<file path="src/rtl/sync_fifo_if.sv">
// Handshake and status bundle between a FIFO producer/consumer and sync_fifo.
// The master side drives requests; the slave side (the FIFO) drives data and status.
interface sync_fifo_if #(
    parameter int BUS_WIDTH     = 12,
    parameter int ADDRESS_WIDTH = 2
);
    logic                     write_enable;
    logic [BUS_WIDTH-1:0]     write_data;
    logic                     read_enable;
    logic [BUS_WIDTH-1:0]     read_data;
    logic                     read_valid;
    logic                     flush;
    logic                     clear_errors;
    logic                     full;
    logic                     empty;
    logic                     almost_full;
    logic                     almost_empty;
    logic [ADDRESS_WIDTH:0]   level;
    logic                     overflow;
    logic                     underflow;

    modport master (
        output write_enable, write_data, read_enable, flush, clear_errors,
        input  read_data, read_valid, full, empty, almost_full, almost_empty,
               level, overflow, underflow
    );

    modport slave (
        input  write_enable, write_data, read_enable, flush, clear_errors,
        output read_data, read_valid, full, empty, almost_full, almost_empty,
               level, overflow, underflow
    );
endinterface

</file>
<file path="src/rtl/sync_fifo.sv">
// Single-clock FIFO with registered read data, level-based status flags,
// synchronous flush and sticky overflow/underflow error flags.
module sync_fifo #(
    parameter int BUS_WIDTH              = 12,
    parameter int ADDRESS_WIDTH          = 2,
    parameter int ALMOST_FULL_THRESHOLD  = (2**ADDRESS_WIDTH) - 1,
    parameter int ALMOST_EMPTY_THRESHOLD = 1
) (
    input  logic        clock,
    input  logic        reset,
    sync_fifo_if.slave  bus
);
    localparam int DEPTH = 2**ADDRESS_WIDTH;
    localparam logic [ADDRESS_WIDTH:0] DEPTH_LVL = (ADDRESS_WIDTH+1)'(DEPTH);
    localparam logic [ADDRESS_WIDTH:0] AF_LVL    = (ADDRESS_WIDTH+1)'(ALMOST_FULL_THRESHOLD);
    localparam logic [ADDRESS_WIDTH:0] AE_LVL    = (ADDRESS_WIDTH+1)'(ALMOST_EMPTY_THRESHOLD);

    logic [BUS_WIDTH-1:0]     mem_q [DEPTH];
    logic [ADDRESS_WIDTH-1:0] wr_ptr_q, wr_ptr_d;
    logic [ADDRESS_WIDTH-1:0] rd_ptr_q, rd_ptr_d;
    logic [ADDRESS_WIDTH:0]   level_q, level_d;
    logic [BUS_WIDTH-1:0]     read_data_q, read_data_d;
    logic                     read_valid_q, read_valid_d;
    logic                     overflow_q, overflow_d;
    logic                     underflow_q, underflow_d;

    logic full, empty, almost_full, almost_empty;
    logic wr_accept, rd_accept;

    // Status flags come only from the registered level, so accept decisions
    // see the flags as they stood at the edge.
    always_comb begin
        full         = (level_q == DEPTH_LVL);
        empty        = (level_q == '0);
        almost_full  = (level_q >= AF_LVL);
        almost_empty = (level_q <= AE_LVL);
        wr_accept    = bus.write_enable && !full  && !bus.flush;
        rd_accept    = bus.read_enable  && !empty && !bus.flush;
    end

    always_comb begin
        wr_ptr_d     = wr_ptr_q;
        rd_ptr_d     = rd_ptr_q;
        level_d      = level_q;
        read_data_d  = read_data_q;
        read_valid_d = rd_accept;

        if (bus.flush) begin
            wr_ptr_d = '0;
            rd_ptr_d = '0;
            level_d  = '0;
        end else begin
            if (wr_accept) begin
                wr_ptr_d = wr_ptr_q + ADDRESS_WIDTH'(1);
            end
            if (rd_accept) begin
                rd_ptr_d    = rd_ptr_q + ADDRESS_WIDTH'(1);
                read_data_d = mem_q[rd_ptr_q];
            end
            case ({wr_accept, rd_accept})
                2'b10:   level_d = level_q + (ADDRESS_WIDTH+1)'(1);
                2'b01:   level_d = level_q - (ADDRESS_WIDTH+1)'(1);
                default: level_d = level_q;
            endcase
        end
    end

    // Clear is applied before set, so a new error in the clearing cycle wins.
    always_comb begin
        overflow_d  = bus.clear_errors ? 1'b0 : overflow_q;
        underflow_d = bus.clear_errors ? 1'b0 : underflow_q;
        if (bus.write_enable && full && !bus.flush) begin
            overflow_d = 1'b1;
        end
        if (bus.read_enable && empty && !bus.flush) begin
            underflow_d = 1'b1;
        end
    end

    always_ff @(posedge clock) begin
        if (reset) begin
            wr_ptr_q     <= '0;
            rd_ptr_q     <= '0;
            level_q      <= '0;
            read_data_q  <= '0;
            read_valid_q <= 1'b0;
            overflow_q   <= 1'b0;
            underflow_q  <= 1'b0;
        end else begin
            wr_ptr_q     <= wr_ptr_d;
            rd_ptr_q     <= rd_ptr_d;
            level_q      <= level_d;
            read_data_q  <= read_data_d;
            read_valid_q <= read_valid_d;
            overflow_q   <= overflow_d;
            underflow_q  <= underflow_d;
        end
    end

    // Storage is not reset; discarding words only needs the pointers and level.
    always_ff @(posedge clock) begin
        if (wr_accept && !reset) begin
            mem_q[wr_ptr_q] <= bus.write_data;
        end
    end

    assign bus.read_data    = read_data_q;
    assign bus.read_valid   = read_valid_q;
    assign bus.full         = full;
    assign bus.empty        = empty;
    assign bus.almost_full  = almost_full;
    assign bus.almost_empty = almost_empty;
    assign bus.level        = level_q;
    assign bus.overflow     = overflow_q;
    assign bus.underflow    = underflow_q;
endmodule

</file>
<file path="src/flat_wrapper.sv">
// flat-port wrapper written by rule: the top's interface ports become plain ports
module sync_fifo_flat 
#(
    parameter int BUS_WIDTH              = 12,
    parameter int ADDRESS_WIDTH          = 2,
    parameter int ALMOST_FULL_THRESHOLD  = (2**ADDRESS_WIDTH) - 1,
    parameter int ALMOST_EMPTY_THRESHOLD = 1
)
  (clock, reset, bus_write_enable, bus_write_data, bus_read_enable, bus_flush, bus_clear_errors, bus_read_data, bus_read_valid, bus_full, bus_empty, bus_almost_full, bus_almost_empty, bus_level, bus_overflow, bus_underflow);
  sync_fifo_if #(.BUS_WIDTH(BUS_WIDTH), .ADDRESS_WIDTH(ADDRESS_WIDTH)) bus_i ();
  input  logic clock;
  input  logic reset;
  input wire logic [$bits(bus_i.write_enable)-1:0] bus_write_enable;
  input wire logic [$bits(bus_i.write_data)-1:0] bus_write_data;
  input wire logic [$bits(bus_i.read_enable)-1:0] bus_read_enable;
  input wire logic [$bits(bus_i.flush)-1:0] bus_flush;
  input wire logic [$bits(bus_i.clear_errors)-1:0] bus_clear_errors;
  output wire logic [$bits(bus_i.read_data)-1:0] bus_read_data;
  output wire logic [$bits(bus_i.read_valid)-1:0] bus_read_valid;
  output wire logic [$bits(bus_i.full)-1:0] bus_full;
  output wire logic [$bits(bus_i.empty)-1:0] bus_empty;
  output wire logic [$bits(bus_i.almost_full)-1:0] bus_almost_full;
  output wire logic [$bits(bus_i.almost_empty)-1:0] bus_almost_empty;
  output wire logic [$bits(bus_i.level)-1:0] bus_level;
  output wire logic [$bits(bus_i.overflow)-1:0] bus_overflow;
  output wire logic [$bits(bus_i.underflow)-1:0] bus_underflow;
  assign bus_i.write_enable = bus_write_enable;
  assign bus_i.write_data = bus_write_data;
  assign bus_i.read_enable = bus_read_enable;
  assign bus_i.flush = bus_flush;
  assign bus_i.clear_errors = bus_clear_errors;
  assign bus_read_data = bus_i.read_data;
  assign bus_read_valid = bus_i.read_valid;
  assign bus_full = bus_i.full;
  assign bus_empty = bus_i.empty;
  assign bus_almost_full = bus_i.almost_full;
  assign bus_almost_empty = bus_i.almost_empty;
  assign bus_level = bus_i.level;
  assign bus_overflow = bus_i.overflow;
  assign bus_underflow = bus_i.underflow;
  sync_fifo #(.BUS_WIDTH(BUS_WIDTH), .ADDRESS_WIDTH(ADDRESS_WIDTH), .ALMOST_FULL_THRESHOLD(ALMOST_FULL_THRESHOLD), .ALMOST_EMPTY_THRESHOLD(ALMOST_EMPTY_THRESHOLD)) u_core (.clock(clock), .reset(reset), .bus(bus_i));
endmodule
</file>
<file path="config.mk">
export PLATFORM = sky130hd
export DESIGN_NAME = sync_fifo_flat
export DESIGN_NICKNAME = d
export VERILOG_FILES = /design/src/rtl/sync_fifo_if.sv /design/src/rtl/sync_fifo.sv /design/src/flat_wrapper.sv
export SDC_FILE = /design/constraint.sdc
export NUM_CORES = 1
export LEC_CHECK = 0
export BUFFER_PORTS_ARGS = -buffer_cell sky130_fd_sc_hd__buf_4
export CELL_PAD_IN_SITES_DETAIL_PLACEMENT = 1
export CELL_PAD_IN_SITES_GLOBAL_PLACEMENT = 2
export CORE_MARGIN = 1.5
export CORE_UTILIZATION = 40
export DETAILED_ROUTE_END_ITERATION = 7
export HOLD_SLACK_MARGIN = 0.15
export PLACE_DENSITY = 0.8
export SLEW_MARGIN = 20
export SYNTH_ARGS = -nofsm -noshare
export SYNTH_HDL_FRONTEND = slang
export SYNTH_SLANG_ARGS = --single-unit
</file>
<file path="constraint.sdc">
create_clock -name clock -period 2.6 [get_ports clock]
set_input_delay 0.13 -clock clock [delete_from_list [all_inputs] [get_ports clock]]
set_output_delay 0.13 -clock clock [all_outputs]
set_load 0.1 [all_outputs]
</file>
# ---- Yosys cells after proc, flatten, opt, wreduce, memory -nomap -nowiden
# Memories as Yosys holds them, arrays and structs flattened. A register that Yosys moved wholly into a read port is not among the register bits.
# Cells that the tools add are included.
dict set report totals {
  romBits 0
  latch_bits 0
  n_memories 1
  regBits 10
  ramBits 48
  output_inout_bits 22
  elab_cells 42
}
dict set report classes {
  magnitude_cmp 2
  addsub 4
  shift 0
  n_eq_ne 3
  n_mux 6
  div 0
  n_bitwise 1
  reduce_logical 19
  multipliers 0
}
# name depth width read_ports rd_clocked_by_memory_dff wr line_no
set mem_list {}
lappend mem_list {u_core.mem_q 4 12 1 1 1 sync_fifo.sv:18} ;# logic [BUS_WIDTH-1:0] mem_q [DEPTH];
# cell n
set ops {}
lappend ops {{logical AND 1 bit} 9}
lappend ops {{case mux 3 bit (2 select lines)} 1}
lappend ops {{nonzero test 2 bit} 3}
lappend ops {{2-to-1 mux 1 bit} 5}
lappend ops {{adder 2 x 1 -> 2 bit, second input constant} 2}
lappend ops {{zero test 1 bit} 4}
lappend ops {{adder 3 x 1 -> 3 bit, second input constant} 1}
lappend ops {{== test 3 bit, second input constant} 1}
lappend ops {{greater-or-equal comparator 3 x 2 -> 1 bit, second input constant} 1}
lappend ops {{less-or-equal comparator 3 x 1 -> 1 bit, second input constant} 1}
lappend ops {{zero test 3 bit} 1}
lappend ops {{subtractor 3 x 1 -> 3 bit, second input constant} 1}
lappend ops {{== test 2 x 1 -> 1 bit, second input constant} 1}
lappend ops {{== test 2 bit, second input constant} 1}
lappend ops {{AND reduction 2 bit} 1}
lappend ops {{OR reduction 2 bit} 1}
lappend ops {{NOT 1 bit} 1}

# ---- Logic depth before layout (Yosys ltp)
# Gate-level depths: netlist of run 1.
dict set report logic_depth {
  word_depth 7
  depth_mapped 9
}

# ---- Least setup slack after synthesis of run 1
# OpenSTA, ideal clock, no wires.
dict set report synth_path {
  path_type {flip-flop to output port}
  start {reg u_core.level_q[1] (netlist: u_core.bus.level[1])}
  end {out bus_almost_full}
  arrival_ns 3.341
  n_path_buf 0
  stages_incl_launch_ff 3
  required_time_ns 2.470
  path_slack_ns -0.871
  cell_sequence {dfxtp_1 > inv_1 > o21ai_0}
}
dict set report synth_via {
  elab_chain_cells 1
}
# item line_no
set synth_lines {}
lappend synth_lines {{start: declaration} sync_fifo.sv:21} ;# logic [ADDRESS_WIDTH:0] level_q, level_d;
lappend synth_lines {{start signal: assignment} sync_fifo.sv:92} ;# level_q <= level_d;
lappend synth_lines {{greater-or-equal comparator 3 x 2 -> 1 bit} sync_fifo.sv:35} ;# almost_full = (level_q >= AF_LVL);
lappend synth_lines {{end: declaration} flat_wrapper.sv:22} ;# output wire logic [$bits(bus_i.almost_full)-1:0] bus_almost_full;
# No other way between the ends.

# ---- Final worst setup path of run 1
dict set report layout_path {
  start {reg u_core.level_q[1] (netlist: u_core.bus.level[1])}
  end {mem u_core.mem_q[1][7], enable pin}
}
dict set report layout_via {
  elab_chain_cells 7
}
# item line_no
set layout_lines {}
lappend layout_lines {{== test 3 bit} sync_fifo.sv:33} ;# full = (level_q == DEPTH_LVL);
lappend layout_lines {{zero test 1 bit} sync_fifo.sv:37} ;# wr_accept = bus.write_enable && !full && !bus.flush;
lappend layout_lines {{logical AND 1 bit (2 in a row)} sync_fifo.sv:37}
lappend layout_lines {{logical AND 1 bit} sync_fifo.sv:102} ;# if (wr_accept && !reset) begin
lappend layout_lines {{2-to-1 mux 1 bit} sync_fifo.sv:102}
lappend layout_lines {{2-to-1 mux 1 bit (implied by the code)} sync_fifo.sv:103} ;# mem_q[wr_ptr_q] <= bus.write_data;
lappend layout_lines {{end: declaration} sync_fifo.sv:18}
# No other way between the ends.

==> results.md, run 1 <==
- The run finished with clean final reports.
- Static timing analysis puts the maximum clock frequency at 0.469 GHz.
- The routed layout has 1587 vias.
- The number of antenna violations at the first check in global routing is 0.
- The summed negative setup slack over all endpoints is 0 ns.
- Compared with the post-synthesis result, the final layout area differs by 26.2%.
- Of the cells placed in the final design, the portion with a size suffix greater than 1 is 0.323.
- After synthesis, the mean cell area works out to 16.7 um2.
- By area the synthesized netlist is led by sky130_fd_sc_hd__edfxtp_1 52%, sky130_fd_sc_hd__dfxtp_1 16%, sky130_fd_sc_hd__mux4_2 6.6%.
- For the pin with the worst max-slew slack, the measured transition is 0.656 ns.
- The number of nets in the layout is 254.
- Max-cap violations in this run came to 0.
- The max-slew violation total from the final report came to 0.
- The first global-routing pass estimated 8.87 mm of wire.
- The hold violation count in the final report was 0.
- After detailed routing, the number of vias per cell comes to 5.09.
- For this block, the routed nets add up to 5.58 mm of wire.
- The share of power burned in the clock network is 0.373.
- Of all nets on the critical path, the largest fanout is 12.
- The power per cell area is 643 nW/um2.
- The cell taking the most area after synthesis is sky130_fd_sc_hd__edfxtp_1.
- The maximum number of pins on one net before global-route repair is 15.
- The die outline height is 85.9 um.
- The synthesized netlist occupies a cell area of 2750 um2.
- TritonCTS built the clock tree.
- The final cell count without fillers is 312.
- The primary flip-flop cell chosen by synthesis mapping is sky130_fd_sc_hd__edfxtp_1.
- For the worst flop-to-flop path, the logic depth is 6.
- The area of the die is 7380 um2.
- The post-synthesis net count is 192.
- The total chip power is 2.23 mW.
- Buffers added to address setup during post-CTS repair amount to 0.
- The worst hold path depth is 4.
- The clock tree synthesis step divided the H-tree into 3 levels.
- STA classifies the critical path startpoint as a flip-flop.
- Buffers placed on the I/O ports in this run total 39.
- The register bit count reported by yosys is 70.
- The synthesis warning total is 0.
- The die outline width is 85.9 um.
- The sequential share of the synthesized area is 0.685.
- Setup repair after global routing left no endpoint under its margin.
- The number of clock buffers added by TritonCTS is 9.
- In the routed design, unresolved DRC markers number 0.
- Synthesis handed over a netlist of 165 instances.
- The detailed-routing iteration count for the pre-antenna-repair pass is 4.
- The deepest clock path buffer count is 2.
- The violation count after the first detailed-routing iteration is 96.
- In this run the worst hold path is classified as in2reg.
- The placement row count is 30.
- After filler insertion, the fill cell instance count of the layout stands at 648.
- The worst endpoint data arrival time is 2.14 ns.
- The most common cell in the synthesized netlist is sky130_fd_sc_hd__edfxtp_1.
- In this run, synthesis inferred 48 flip-flops with an integrated enable.
- The worst-case IR drop observed on VDD is 0.291 mV.
- The internal power of the cells is 1.71 mW.
- The clock latency on the worst-skew pair is 0.35 ns.
- Measured against its own limit, the worst slew margin works out to 0.563.
- Summed over all nets, the switching power comes to 0.517 mW.
- The commonest cells after synthesis are 48 x sky130_fd_sc_hd__edfxtp_1, 22 x sky130_fd_sc_hd__dfxtp_1, 12 x sky130_fd_sc_hd__a22o_1.
- The fraction of registers with async set/reset is 0.
- The logic gate share of total power is 0.085.
- At the end of routability-driven placement, the weighted congestion stood at 0.748.
- Hold timing on the final database bottoms out at a slack of 0.238 ns.
- The repair_antennas step left the layout with diodes totalling 0.
- The routed design could run at a clock period as short as 2.13 ns.
- 40 I/O pins were placed.
- Post-CTS repair changed the size of 0 cells.
- STA classifies the critical path endpoint as a flip-flop.
- The share of synthesized area in the top cell type comes to 0.524.
- The final number of setup-violating endpoints is 0.
- The cell sitting at the root of the clock tree is a sky130_fd_sc_hd__clkbuf_8.
- The initial utilization of the core area, before any placement, comes to 0.409.
- Summed over all cells, the static leakage comes to 1.27 nW.
- The area of the placeable core is 6720 um2.
- After legalization and detailed placement, the total HPWL measured 3.77 mm.
- Dividing the final minimum period by the clock period gives 0.820.
- The data required time at the worst endpoint is 2.60 ns.
- For this run the aggregate overflow at the end of global routing stands at 0.
- The area occupied by registers is 1890 um2.
- Across every metal layer, demand over resource in global routing totals 0.167.
- Clock-pin slew was measured on the worst setup and hold paths at 0.07 ns.
- The via count of the first global-routing pass is 1767.
- In the final layout, the multi-input gates occupy 790 um2.
- The number of placed instances with taps included is 280.
- The maximum clock skew at final layout is 0.0105 ns.
- The switching share of power is 0.232.
- The part of the total power dissipated in sequential elements is 0.542.
- The number of nets still failing antenna checks after routing is 0.
- The class of the most critical setup path is reg2reg.
- The number of different library cells used by synthesis comes to 31.
- In the final routed layout, each cell accounts on average for 17.9 um.
- The number of clock sinks is 70.
[metrics by stage]
| step | worst slack, ns | util | cell area, um2 |
|---|---|---|---|
| global route | 0.322 | 0.516 | 3470 |
| CTS | 0.467 | 0.516 | 3470 |
| global placement | 0.617 | 0.465 | 3120 |
| finish | 0.468 | 0.516 | 3470 |
| detailed placement | 0.492 | 0.465 | 3120 |
| floorplan | 0.00465 | - | 2770 |
[worst max-delay path, stage by stage, from the launching register on]
cell	delay [ns]
sky130_fd_sc_hd__dfxtp_4	0.36
sky130_fd_sc_hd__inv_1	0.08
sky130_fd_sc_hd__ha_1	0.24
sky130_fd_sc_hd__nand2_1	0.18
sky130_fd_sc_hd__clkinvlp_4	0.16
sky130_fd_sc_hd__nor3_1	0.32
sky130_fd_sc_hd__and2_2	0.44
[area by class of cell]
| type | count | area share |
|---|---|---|
| Inverter | 8 | 0.0112 |
| Sequential cell | 70 | 0.545 |
| Clock buffer | 12 | 0.0389 |
| Clock inverter | 4 | 0.0141 |
| Multi-Input combinational cell | 81 | 0.228 |
| Tap cell | 80 | 0.0288 |
| Timing Repair Buffer | 57 | 0.135 |
[layer usage]
layer | vias up | share of wire | track usage
met2 | 38 | 0.53 | 0.291
met4 | 0 | 0.023 | 0.0894
met1 | 784 | 0.41 | 0.192
met3 | 10 | 0.036 | 0.0366
met5 | - | 0 | 0
li1 | 755 | - | -
[power by group through the flow]
| stage | sequential, mW | combinational [mW] | clock, mW |
|---|---|---|---|
| 3_5_place_dp | 1.23 | 0.170 | 0 |
| 4_1_cts | 1.21 | 0.190 | 0.851 |
| 3_3_place_gp | 1.23 | 0.164 | 0 |
| 2_1_floorplan | 1.28 | 0.0683 | 0 |
| 6_report | 1.21 | 0.190 | 0.831 |
| 5_1_grt | 1.21 | 0.202 | 0.890 |
[registers in the layout, summed over array words and instances, names as in the netlist]
name and cells:
u_core.bus.underflow 1, u_core.bus.level 3, u_core.bus.read_valid 1, u_core.rd_ptr_q 2
u_core.mem_q 48, u_core.bus.overflow 1, u_core.wr_ptr_q 2, u_core.bus.read_data 12
[final timing paths]
check,from,endpoint,slack [ns]
max,u_core.bus.level[1]$_SDFFE_PP0P_,u_core.mem_q[1][7]$_DFFE_PP_,0.47
min,bus_write_enable,u_core.wr_ptr_q[0]$_SDFFE_PP0P_,0.24
max reg2reg,u_core.bus.level[1]$_SDFFE_PP0P_,u_core.mem_q[1][7]$_DFFE_PP_,0.47
min reg2reg,u_core.bus.read_data[3]$_SDFFE_PP0P_,u_core.bus.read_data[3]$_SDFFE_PP0P_,0.48
[cells by family after synthesis]
| kind of cell | Yosys count | synth area share |
|---|---|---|
| compound gates | 28 | 0.0701 |
| mux | 12 | 0.104 |
| xor+xnor | 2 | 0.00637 |
| flops | 70 | 0.685 |
| buf+inv | 14 | 0.0314 |
| simple gates | 30 | 0.0628 |
| fa+ha+maj | 9 | 0.0410 |
[what timing repair did]
action                     in CTS  in global routing
setup endpoints to repair       0                  0
hold endpoints to repair       52                  0
hold buffers                   16                  0
[cell usage in the layout (no fill, tap or decap), types with 2 or more instances in the layout]
master | netlist | routed
sky130_fd_sc_hd__xor2_1 | 2 | 2
sky130_fd_sc_hd__clkbuf_1 | 2 | 3
sky130_fd_sc_hd__ha_1 | 9 | 9
sky130_fd_sc_hd__a21oi_1 | 8 | 7
sky130_fd_sc_hd__clkinv_2 | 0 | 2
sky130_fd_sc_hd__dfxtp_1 | 22 | 20
sky130_fd_sc_hd__nand3_1 | 3 | 3
sky130_fd_sc_hd__mux4_2 | 8 | 8
sky130_fd_sc_hd__nor2b_1 | 5 | 5
sky130_fd_sc_hd__nand2b_1 | 2 | 2
sky130_fd_sc_hd__clkbuf_8 | 0 | 9
sky130_fd_sc_hd__inv_1 | 6 | 5
sky130_fd_sc_hd__nand2_1 | 2 | 2
sky130_fd_sc_hd__o21ai_0 | 5 | 4
sky130_fd_sc_hd__a22o_1 | 12 | 12
sky130_fd_sc_hd__dfxtp_4 | 0 | 2
sky130_fd_sc_hd__nor2_1 | 8 | 8
sky130_fd_sc_hd__and2_2 | 0 | 4
sky130_fd_sc_hd__mux4_1 | 4 | 4
sky130_fd_sc_hd__edfxtp_1 | 48 | 48
sky130_fd_sc_hd__dlygate4sd3_1 | 0 | 16
sky130_fd_sc_hd__buf_4 | 1 | 41
sky130_fd_sc_hd__inv_4 | 2 | 2
Power figures use the tool's default switching activity.
==> run 2, diff against run 1 <==
- clock period: 2.6 -> 2.02 ns (I/O delays scaled with it)
==> run 2 against run 1 <==
Sequential power rose by 29%. Critical endpoint is now u_core.mem_q[1][5]$_DFFE_PP_. Setup slack got worse by 0.16 ns. Combinational power rose by 33%. Sequential cell count did not move. Via count rose by 2.6%.
==> results.md, run 2 (synthesis gave the netlist of run 1 again) <==
- Run status: complete, no violations (unchanged).
- The critical-path maximum fanout is 12 (unchanged).
- The placement row count is 30 (unchanged).
- The final cell count without fillers was 312 (unchanged).
- The worst endpoint data arrival time was 1.74 ns (was 2.14 ns).
- The time the worst path needs with I/O delays and setup is 1.71 ns (was 2.13 ns).
- The total vias in the final route is 1629 (was 1587).
- RSZ-0062 raised after global routing: false (unchanged).
- The worst path buffer plus inverter count came to 2 (unchanged).
- The headroom to the max-slew limit is 0.567 (was 0.563).
- The maximum VDD drop is 0.428 mV (was 0.291 mV).
- The root buffer cell was sky130_fd_sc_hd__clkbuf_8 (unchanged).
- The area overhead of the layout relative to synthesis came to 27.1% (was 26.2%).
- The total wire length after detailed routing was 5.47 mm (was 5.58 mm).
- The maximum number of pins on one net before global-route repair is 15 (unchanged).
- The area of the placeable core is 6720 um2 (unchanged).
- The area occupied by registers is 1890 um2 (about the same).
- The final number of setup-violating endpoints is 0 (unchanged).
- The pre-CTS setup slack was 0.154 ns (was 0.492 ns).
- The die outline width is 85.9 um (unchanged).
- The clock tree from TritonCTS was done (unchanged).
- The leakage power figure is 1.27 nW (about the same).
- The routed wirelength normalized by instance count is 17.5 um (was 17.9 um).
- The critical path capture point type is a flip-flop (unchanged).
- The clock latency on the worst-skew pair is 0.34 ns (was 0.35 ns).
- The residual overflow from global routing is 0 (unchanged).
- The worst setup slack after layout is 0.311 ns (was 0.468 ns).
- The clock-pin slew of the registers on the worst-case setup and hold paths is 0.07 ns (about the same).
- The I/O pin total is 40 (unchanged).
- The type of element launching the critical path was a flip-flop (unchanged).
- The count of inserted antenna diode cells is 0 (unchanged).
- The routed via count divided by cell count is 5.22 (was 5.09).
- The area of the die is 7380 um2 (unchanged).
- The data required time at the worst endpoint is 2.05 ns (was 2.60 ns).
- The power per cell area is 789 nW/um2 (was 643 nW/um2).
- The dominant delay contributor by cell family on the critical path is simple AND/OR/NAND/NOR gates (unchanged).
- The number of max-cap violations was 0 (unchanged).
- The number of port buffers was 39 (unchanged).
- The sum of net half-perimeters after detailed placement is 3.72 mm (was 3.77 mm).
- The weighted congestion at the end of routability-driven global placement was 0.710 (was 0.748).
- The deepest clock path buffer count was 2 (unchanged).
- The via count of the first global-routing pass is 1708 (was 1767).
- The number of placed instances with taps included is 280 (unchanged).
- The number of levels the H-tree was split into came to 3 (unchanged).
- The maximum clock skew at final layout is 0.0104 ns (was 0.0105 ns).
- The post-route worst hold slack is 0.235 ns (was 0.238 ns).
- The die outline height is 85.9 um (unchanged).
- The multi-input logic area is 826 um2 (was 790 um2).
- The transition time of the tightest slew-check pin was 0.649 ns (was 0.656 ns).
- The max-slew violation total from the final report is 0 (unchanged).
- The most common library cell in the layout ignoring fill and taps is sky130_fd_sc_hd__edfxtp_1 (unchanged).
- The maximum clock frequency is 0.585 GHz (was 0.469 GHz).
- The violation count after the first detailed-routing iteration is 82 (was 96).
- The class of the most critical setup path was reg2reg (unchanged).
- The global-route wire length before repair is 8.73 mm (was 8.87 mm).
- Commonest cells after routing, fill and taps aside: 48 x sky130_fd_sc_hd__edfxtp_1, 41 x sky130_fd_sc_hd__buf_4, 19 x sky130_fd_sc_hd__dfxtp_1 (was 48 x sky130_fd_sc_hd__edfxtp_1, 41 x sky130_fd_sc_hd__buf_4, 20 x sky130_fd_sc_hd__dfxtp_1).
- The delay contributed by the slowest stage of the critical path is 0.38 ns (was 0.44 ns).
- The initial core utilization came to 0.409 (unchanged).
- The hold violation count in the final report came to 0 (unchanged).
- The flip-flop count of the largest register, all copies and words added is 48 (unchanged).
- The post-route DRC violation count is 0 (unchanged).
- The total CTS buffers is 9 (unchanged).
- The detailed-routing iteration count for the pre-antenna-repair pass is 4 (unchanged).
- The number of filler instances in the final layout was 650 (was 648).
- The slowest cell on the critical path is sky130_fd_sc_hd__dfxtp_4 (was sky130_fd_sc_hd__and2_2).
- The top register by number of flip-flops is u_core.mem_q (unchanged).
- Cell Chain, Critical Path: inv_4, ha_4, nand2_4, clkinvlp_4, nor3_4, and2_4 (was inv_1, ha_1, nand2_1, clkinvlp_4, nor3_1, and2_2).
- The overall track demand over capacity in global routing is 0.164 (was 0.167).
- The number of antenna violations at the first check in global routing came to 0 (unchanged).
- The total setup buffers inserted after CTS is 0 (unchanged).
- The number of nets in the layout is 254 (unchanged).
- The ratio of cells with drive above 1 in the final layout was 0.358 (was 0.323).
- The share of the cycle needed by the critical path after routing came to 0.846 (was 0.820).
- The number of clock sinks is 70 (unchanged).
- The path class of the lowest-slack min-delay path is in2reg (unchanged).
- The number of nets still failing antenna checks after routing came to 0 (unchanged).
run 2: cell count changes in the layout (fill, tap and decap cells not counted), moves of 2 or more:
| cell | before | now |
|---|---|---|
| sky130_fd_sc_hd__inv_1 | 5 | 3 |
| sky130_fd_sc_hd__clkinvlp_4 | 1 | 3 |
| sky130_fd_sc_hd__clkbuf_1 | 3 | 1 |
| sky130_fd_sc_hd__inv_4 | 2 | 4 |
| sky130_fd_sc_hd__and2_2 | 4 | 0 |
| sky130_fd_sc_hd__and2_4 | 0 | 4 |
run 2: through the flow:
stage	power (mW)	utilization	TNS [ns]	cell area [um2]
6_report	2.76	0.520	0	3490
2_1_floorplan	1.74	-	-11.57	2810
3_5_place_dp	1.82	0.471	0	3160
3_3_place_gp	1.81	0.471	0	3160
5_1_grt	2.86	0.520	0	3490
4_1_cts	2.79	0.520	0	3490
run 2: per-layer routing:
metal | global-route usage | up-vias | share of wire
met2 | 0.289 | 37 | 0.52
met1 | 0.187 | 824 | 0.42
met4 | 0.0484 | 0 | 0.014
met3 | 0.0587 | 9 | 0.042
met5 | 0 | - | 0
li1 | - | 759 | -
run 2: report_power, final:
part | switching (mW) | total (mW) | internal (mW)
clock | 0.508 | 0.950 | 0.442
sequential | 0.00963 | 1.56 | 1.55
combinational | 0.160 | 0.252 | 0.0920
total | 0.677 | 2.76 | 2.08
run 2: worst paths after layout:
kind	startpoint	end	slack (ns)	depth (start not counted)
max	u_core.bus.level[0]$_SDFFE_PP0P_	u_core.mem_q[1][5]$_DFFE_PP_	0.31	6
min	bus_write_enable	u_core.wr_ptr_q[1]$_SDFFE_PP0P_	0.24	4
max reg2reg	u_core.bus.level[0]$_SDFFE_PP0P_	u_core.mem_q[1][5]$_DFFE_PP_	0.31	6
min reg2reg	u_core.bus.read_data[9]$_SDFFE_PP0P_	u_core.bus.read_data[9]$_SDFFE_PP0P_	0.49	1
run 2: worst register-to-register path, delay by kind of cell, from the launching register on:
family,cells,cell delay (ns)
adder cells (fa/ha/maj),1,0.17
AND/OR/NAND/NOR,3,0.66
flip-flops,1,0.38
buffers and inverters,2,0.19
run 2: final cells by class:
type	count	area share
sequential	70	0.541
multi-input combinational	81	0.236
timing repair buffer	57	0.134
clock buffer	10	0.0365
tap	80	0.0286
inverter	8	0.0125
clock inverter	6	0.0111
run 2: repair_timing:
action	CTS	global route
hold buffers	16	0
gates resized for setup	0	0
hold endpoints to repair	53	0
setup endpoints to repair	0	0
